===== config.mk =====
export PLATFORM = sky130hd
export DESIGN_NAME = elev_scan_scheduler_flat
export DESIGN_NICKNAME = d
export VERILOG_FILES = /design/src/rtl/elev_scan_if.sv /design/src/rtl/elev_scan_scheduler.sv /design/src/flat_wrapper.sv
export SDC_FILE = /design/constraint.sdc
export NUM_CORES = 1
export LEC_CHECK = 0
export CORE_AREA = 2 2 84 86
export DETAILED_ROUTE_END_ITERATION = 12
export DIE_AREA = 0 0 86 88
export PLACE_DENSITY = 0.74
export REMOVE_ABC_BUFFERS = 1
export SYNTH_ARGS = -nofsm -noshare
export SYNTH_HDL_FRONTEND = slang
export SYNTH_SLANG_ARGS = --single-unit

===== constraint.sdc =====
create_clock -name clk -period 9.3 [get_ports clk]
set_input_delay 0.93 -clock clk [delete_from_list [all_inputs] [get_ports clk]]
set_output_delay 0.93 -clock clk [all_outputs]
set_load 0.005 [all_outputs]

===== src/rtl/elev_scan_if.sv =====
// Button, request-lamp and car-status bundle between the hall/car panels and the scheduler.
interface elev_scan_if;
   logic [7:1] btup;
   logic [8:2] btdn;
   logic [8:1] in_bt_floor;
   logic       bt_door_open;
   logic       bt_door_close;
   logic [8:1] floor;
   logic [7:1] reg_btup;
   logic [8:2] reg_btdn;
   logic [8:1] reg_in_bt_floor;
   logic       led_state_up;
   logic       led_state_dn;
   logic       door_open;

   modport master (
      output btup, btdn, in_bt_floor, bt_door_open, bt_door_close,
      input  floor, reg_btup, reg_btdn, reg_in_bt_floor, led_state_up, led_state_dn, door_open
   );

   modport slave (
      input  btup, btdn, in_bt_floor, bt_door_open, bt_door_close,
      output floor, reg_btup, reg_btdn, reg_in_bt_floor, led_state_up, led_state_dn, door_open
   );
endinterface


===== src/rtl/elev_scan_scheduler.sv =====
// Eight-floor SCAN elevator scheduler: latches hall/car calls, sweeps in one direction
// while requests remain ahead, and runs a holdable door timer at each stop.
module elev_scan_scheduler #(
   parameter int unsigned TRAVEL_CYC = 4,
   parameter int unsigned DOOR_CYC   = 6
) (
   input  logic       clk,
   input  logic       rst,
   elev_scan_if.slave bus
);

   localparam int unsigned TW = $clog2(TRAVEL_CYC + 1);
   localparam int unsigned DW = $clog2(DOOR_CYC + 1);

   typedef enum logic [1:0] {StIdle, StMoveUp, StMoveDn, StDoor} state_e;
   typedef enum logic [1:0] {DirNone, DirUp, DirDn} dir_e;

   state_e         state_q, state_d;
   dir_e           dir_q, dir_d;
   logic [8:1]     floor_q, floor_d;
   logic [TW-1:0]  tcnt_q, tcnt_d;
   logic [DW-1:0]  dtmr_q, dtmr_d;
   logic           svc_up_q, svc_up_d;
   logic [7:1]     reg_btup_q, reg_btup_d;
   logic [8:2]     reg_btdn_q, reg_btdn_d;
   logic [8:1]     reg_in_q, reg_in_d;
   logic           led_up_q, led_dn_q, door_open_q;

   logic [8:1]     up_v, dn_v, pend;
   logic [8:1]     door_here, clr_in;
   logic [7:1]     clr_up;
   logic [8:2]     clr_dn;

   logic           go_up, above, below, here, hall_up_here;
   logic [8:1]     nf;
   logic           ahead_nf, hall_nf, in_nf, end_nf, stop_nf;
   logic           ahead_svc, behind_svc, expire;

   function automatic logic [8:1] below_mask(input logic [8:1] f);
      return f - 8'd1;
   endfunction

   function automatic logic [8:1] above_mask(input logic [8:1] f);
      return ~(f | (f - 8'd1));
   endfunction

   // Hall vectors widened to the full floor range so all three share one index space.
   assign up_v = {1'b0, reg_btup_q};
   assign dn_v = {reg_btdn_q, 1'b0};
   assign pend = up_v | dn_v | reg_in_q;

   assign door_here = (state_q == StDoor) ? floor_q : 8'b0;
   assign clr_in    = door_here;
   assign clr_up    = svc_up_q ? door_here[7:1] : 7'b0;
   assign clr_dn    = svc_up_q ? 7'b0 : door_here[8:2];

   // Clear wins over a same-cycle press on the same bit.
   assign reg_btup_d = (reg_btup_q | bus.btup) & ~clr_up;
   assign reg_btdn_d = (reg_btdn_q | bus.btdn) & ~clr_dn;
   assign reg_in_d   = (reg_in_q | bus.in_bt_floor) & ~clr_in;

   always_comb begin
      state_d  = state_q;
      dir_d    = dir_q;
      floor_d  = floor_q;
      tcnt_d   = tcnt_q;
      dtmr_d   = dtmr_q;
      svc_up_d = svc_up_q;

      above        = |(pend & above_mask(floor_q));
      below        = |(pend & below_mask(floor_q));
      here         = |(pend & floor_q);
      hall_up_here = |(up_v & floor_q);

      go_up = (state_q == StMoveUp);
      if (go_up) begin
         nf       = floor_q[8] ? floor_q : (floor_q << 1);
         ahead_nf = |(pend & above_mask(nf));
         hall_nf  = |(up_v & nf);
         end_nf   = nf[8];
      end else begin
         nf       = floor_q[1] ? floor_q : (floor_q >> 1);
         ahead_nf = |(pend & below_mask(nf));
         hall_nf  = |(dn_v & nf);
         end_nf   = nf[1];
      end
      in_nf   = |(reg_in_q & nf);
      stop_nf = in_nf | hall_nf | ~ahead_nf | end_nf;

      ahead_svc  = svc_up_q ? above : below;
      behind_svc = svc_up_q ? below : above;
      // Open beats close; close cuts the remaining dwell short.
      expire     = ~bus.bt_door_open & (bus.bt_door_close | (dtmr_q <= DW'(1)));

      case (state_q)
         StIdle: begin
            if (here) begin
               state_d  = StDoor;
               dtmr_d   = DW'(DOOR_CYC);
               svc_up_d = hall_up_here;
            end else if (above) begin
               state_d = StMoveUp;
               dir_d   = DirUp;
               tcnt_d  = '0;
            end else if (below) begin
               state_d = StMoveDn;
               dir_d   = DirDn;
               tcnt_d  = '0;
            end
         end

         StMoveUp, StMoveDn: begin
            if (tcnt_q == TW'(TRAVEL_CYC - 1)) begin
               tcnt_d  = '0;
               floor_d = nf;
               if (stop_nf) begin
                  state_d  = StDoor;
                  dtmr_d   = DW'(DOOR_CYC);
                  svc_up_d = (ahead_nf | hall_nf) ? go_up : ~go_up;
               end
            end else begin
               tcnt_d = tcnt_q + TW'(1);
            end
         end

         StDoor: begin
            if (expire) begin
               if (ahead_svc) begin
                  state_d = svc_up_q ? StMoveUp : StMoveDn;
                  dir_d   = svc_up_q ? DirUp : DirDn;
                  tcnt_d  = '0;
               end else if (behind_svc) begin
                  state_d = svc_up_q ? StMoveDn : StMoveUp;
                  dir_d   = svc_up_q ? DirDn : DirUp;
                  tcnt_d  = '0;
               end else if (here) begin
                  dtmr_d   = DW'(DOOR_CYC);
                  svc_up_d = hall_up_here;
               end else begin
                  state_d = StIdle;
                  dir_d   = DirNone;
               end
            end else if (bus.bt_door_open) begin
               dtmr_d = DW'(DOOR_CYC);
            end else begin
               dtmr_d = dtmr_q - DW'(1);
            end
         end

         default: state_d = StIdle;
      endcase
   end

   always_ff @(posedge clk or posedge rst) begin
      if (rst) begin
         state_q     <= StIdle;
         dir_q       <= DirNone;
         floor_q     <= 8'b0000_0001;
         tcnt_q      <= '0;
         dtmr_q      <= '0;
         svc_up_q    <= 1'b0;
         reg_btup_q  <= '0;
         reg_btdn_q  <= '0;
         reg_in_q    <= '0;
         led_up_q    <= 1'b0;
         led_dn_q    <= 1'b0;
         door_open_q <= 1'b0;
      end else begin
         state_q     <= state_d;
         dir_q       <= dir_d;
         floor_q     <= floor_d;
         tcnt_q      <= tcnt_d;
         dtmr_q      <= dtmr_d;
         svc_up_q    <= svc_up_d;
         reg_btup_q  <= reg_btup_d;
         reg_btdn_q  <= reg_btdn_d;
         reg_in_q    <= reg_in_d;
         led_up_q    <= (state_d == StMoveUp);
         led_dn_q    <= (state_d == StMoveDn);
         door_open_q <= (state_d == StDoor);
      end
   end

   assign bus.floor           = floor_q;
   assign bus.reg_btup        = reg_btup_q;
   assign bus.reg_btdn        = reg_btdn_q;
   assign bus.reg_in_bt_floor = reg_in_q;
   assign bus.led_state_up    = led_up_q;
   assign bus.led_state_dn    = led_dn_q;
   assign bus.door_open       = door_open_q;

endmodule


===== src/flat_wrapper.sv =====
// flat-port wrapper written by rule: the top's interface ports become plain ports
module elev_scan_scheduler_flat 
#(
   parameter int unsigned TRAVEL_CYC = 4,
   parameter int unsigned DOOR_CYC   = 6
)
  (clk, rst, bus_btup, bus_btdn, bus_in_bt_floor, bus_bt_door_open, bus_bt_door_close, bus_floor, bus_reg_btup, bus_reg_btdn, bus_reg_in_bt_floor, bus_led_state_up, bus_led_state_dn, bus_door_open);
  elev_scan_if bus_i ();
  input  logic clk;
  input  logic rst;
  input wire logic [$bits(bus_i.btup)-1:0] bus_btup;
  input wire logic [$bits(bus_i.btdn)-1:0] bus_btdn;
  input wire logic [$bits(bus_i.in_bt_floor)-1:0] bus_in_bt_floor;
  input wire logic [$bits(bus_i.bt_door_open)-1:0] bus_bt_door_open;
  input wire logic [$bits(bus_i.bt_door_close)-1:0] bus_bt_door_close;
  output wire logic [$bits(bus_i.floor)-1:0] bus_floor;
  output wire logic [$bits(bus_i.reg_btup)-1:0] bus_reg_btup;
  output wire logic [$bits(bus_i.reg_btdn)-1:0] bus_reg_btdn;
  output wire logic [$bits(bus_i.reg_in_bt_floor)-1:0] bus_reg_in_bt_floor;
  output wire logic [$bits(bus_i.led_state_up)-1:0] bus_led_state_up;
  output wire logic [$bits(bus_i.led_state_dn)-1:0] bus_led_state_dn;
  output wire logic [$bits(bus_i.door_open)-1:0] bus_door_open;
  assign bus_i.btup = bus_btup;
  assign bus_i.btdn = bus_btdn;
  assign bus_i.in_bt_floor = bus_in_bt_floor;
  assign bus_i.bt_door_open = bus_bt_door_open;
  assign bus_i.bt_door_close = bus_bt_door_close;
  assign bus_floor = bus_i.floor;
  assign bus_reg_btup = bus_i.reg_btup;
  assign bus_reg_btdn = bus_i.reg_btdn;
  assign bus_reg_in_bt_floor = bus_i.reg_in_bt_floor;
  assign bus_led_state_up = bus_i.led_state_up;
  assign bus_led_state_dn = bus_i.led_state_dn;
  assign bus_door_open = bus_i.door_open;
  elev_scan_scheduler #(.TRAVEL_CYC(TRAVEL_CYC), .DOOR_CYC(DOOR_CYC)) u_core (.clk(clk), .rst(rst), .bus(bus_i));
endmodule

==> results.md <==
* Status: finished, final reports clean
* Power density over the cells at 329 nW/um^2
* Avg Inst Size Synth at 8.56 um^2
* Cell total after placement at 503
* Max Slew Vio Count at 0
* Worst-Skew Late Latency at 0.30 ns
* Clock slew at reported path FFs at 0.08 ns
* Final ANT Viol Nets at 0
* Post-layout util at 60.5%
* Post-DP HPWL at 7820 um
* Drt wl/cell at 21.5 um
* Clk network pwr share at 11.6%
* CP max FO at 36
* Endpoints failing hold at 0
* Clock tree from TritonCTS: done
* Residual DRC count at 0
* Comb power frac at 64.6%
* H-tree level count at 2
* YS warnings at 0
* Hold_buf cts at 0
* Total grt overflow at 0
* Post CTS Setup Buffer Count at 0
* Cell leakage power at 1.51 nW
* Antenna cells at 0
* Post-Route WL at 11000 um
* Fin crit period at 3.94 ns
* CTS resizes at 0
* Setup slack, reg-to-reg at 5.36 ns
* EDFF count, synth at 0
* Worst vdd ir at 0.000201 V
* Drt first pass iters at 6
* Setup Crit Path Kind: register to register
* Starting DRT DRC Count at 330
* Area grow syn2layout at 20.9%
* Clock Sinks at 42
* Layout Nets at 472
* Fin crit share at 42.3%
* Top_reg_cell synth: dfrtp_1
* Starting density of the core at 50.0%
* CP Launch Type: register
* Port bufs at 58
* Register area share after synthesis at 31.7%
* Setup violators final at 0
* Clock Tree Root: clkbuf_8
* Syn Std Cell Area at 3320 um^2
* Post-synth cell types at 71
* Pin count of the biggest net entering global routing at 43
* Max frequency at 0.254 GHz
* Total core area at 6640 um^2
* Layout cells sized above 1 at 9.30%
* Flop pwr share at 23.8%
* Cell Int Power at 0.678 mW
* Die height at 88 um
* Dominant cells by area after synthesis: dfrtp_1, ha_1, nor2_1, a21oi_1, o21ai_0
* GP Congestion at 0.995
* DIE WIDTH at 86 um
* Worst Hold Class: register to register
* Worst slew margin at 33.0%
* CP required at 9.53 ns
* TritonCTS buffer count at 5
* WP data arrival at 4.17 ns
* Initial antenna violation count at 0
* Yosys top cell by area: dfrtp_1
* Tot GR Track Use at 30.2%
* Routed vias at 3353
* Site row count at 30
* Net Switching at 0.643 mW
* Number of global-route vias before repair at 3188
* Async set-reset flop share out of synthesis at 100%
* Max clock buf depth at 2
* First-pass GRT wire length at 17600 um
* Vias/cell at 6.57
* Unrepaired setup endpoints after global routing: false
* I/O pins at 59
* Commonest non-fill, non-tap cell in the layout: clkdlybuf4s50_1
* Cell Count, Final, Fillers Out at 510
* Die ar. at 7570 um^2
* Setup TNS at 0 ns
* Worst Skew at 0.00373 ns
* Yosys top cell area share at 30.9%
* Most frequent cells in the layout: clkdlybuf4s50_1, dfrtp_1, nor2_1, a21oi_1, inv_1
* Switching share of power at 48.6%
* Cells after Synth at 388
* Actual slew at the worst max-slew pin at 0.996 ns
* Max_cap viols at 0
* CP Capture Type: register
* Flop and latch count out of synthesis at 42
==> state kept, by name, summed over array words and instances (netlist names) <==
register,flops
u_core.bus.led_state_dn,1
u_core.tcnt_q,3
u_core.dtmr_q,3
u_core.svc_up_q,1
u_core.bus.floor,8
u_core.bus.reg_btup,7
u_core.bus.led_state_up,1
u_core.bus.door_open,1
u_core.state_q,2
u_core.bus.reg_btdn,7
u_core.bus.reg_in_bt_floor,8
==> Yosys cell counts, types with 3 or more instances <==
cell type and n:
dfrtp_1 41, nor2_1 35, a22oi_1 7, a222oi_1 4
mux2i_1 8, nand2_1 23, a211oi_1 5, o221ai_1 7
a32o_1 3, a21oi_1 26, o211ai_1 4, or3_1 9
and3_1 4, o21ai_0 20, nor3_1 16, nand3_1 7
buf_4 3, mux2_2 8, ha_1 16, clkbuf_1 10
o221a_2 5, and2_1 3, o31ai_1 3, inv_1 25
buf_2 12, o2111ai_1 3, nand2b_1 9, o22a_1 3
o22ai_1 4, nor2b_1 4, nor4_1 4, xnor2_1 3
a31oi_1 4
==> logic make-up after synthesis <==
group,after synthesis,share of synthesized area (%)
mux,16,5.12
simple gates,129,20.3
flops,42,31.7
buf+inv,53,6.78
compound gates,128,29.0
fa+ha+maj,16,6.03
xor+xnor,4,1.05
==> per-stage QoR <==
step	cell area, um^2	total power, mW	setup slack (ns)	hold slack [ns]
5_1_grt	4020	1.42	5.15	0.572
6_report	4020	1.32	5.36	0.545
3_5_place_dp	3910	1.15	5.49	0.527
3_3_place_gp	3910	1.15	5.57	0.503
4_1_cts	4020	1.30	5.45	0.545
2_1_floorplan	3190	0.878	6.00	0.461
==> path summary, 6_finish.rpt <==
check,from,endpoint,cells after the start
worst max-delay path,u_core.bus.floor[1],u_core.bus.led_state_up,13
worst min-delay path,u_core.tcnt_q[2],u_core.tcnt_q[2],1
worst max register to register,u_core.bus.floor[1],u_core.bus.led_state_up,13
worst min register to register,u_core.tcnt_q[2],u_core.tcnt_q[2],1
max in group asynchronous,rst,u_core.bus.floor[8],3
min in group asynchronous,rst,u_core.bus.reg_in_bt_floor[5],3
==> per-layer routing <==
| layer | vias to the layer above | GRT usage, % | wire (um) |
|---|---|---|---|
| met1 | 1599 | 42.8 | 4870 |
| met5 | - | 0 | 0 |
| li1 | 1547 | - | - |
| met2 | 185 | 47.4 | 5020 |
| met3 | 22 | 4.34 | 830 |
| met4 | 0 | 10.1 | 254 |
==> worst max-delay path, stage by stage (launching register included) <==
cell and delay (ns):
dfstp_2 0.98, inv_1 0.36, ha_1 0.37, nor2b_1 0.22
nand2_1 0.13, ha_1 0.24, inv_1 0.06, o221ai_1 0.14
or3_1 0.49, a211oi_1 0.27, a311o_1 0.20, o21ai_2 0.07
a21oi_2 0.17, nor2b_1 0.16
==> cell type report <==
cell class	instances	area [um^2]
Sequential cell	42	1050
Tap cell	80	100
Timing Repair Buffer	62	611
Clock inverter	1	30.0
Fill cell	584	2630
Inverter	26	97.6
Clock buffer	6	82.6
Multi-Input combinational cell	293	2040
==> power by group through the flow <==
| stage | clock network, mW | logic [mW] | registers (mW) |
|---|---|---|---|
| after global routing | 0.161 | 0.935 | 0.322 |
| after CTS | 0.154 | 0.838 | 0.312 |
| final | 0.153 | 0.853 | 0.315 |
| after global placement | 0 | 0.835 | 0.315 |
| after floorplan | 0 | 0.582 | 0.296 |
| after detailed placement | 0 | 0.832 | 0.316 |
No activity file was read; power rests on OpenSTA's default activity.
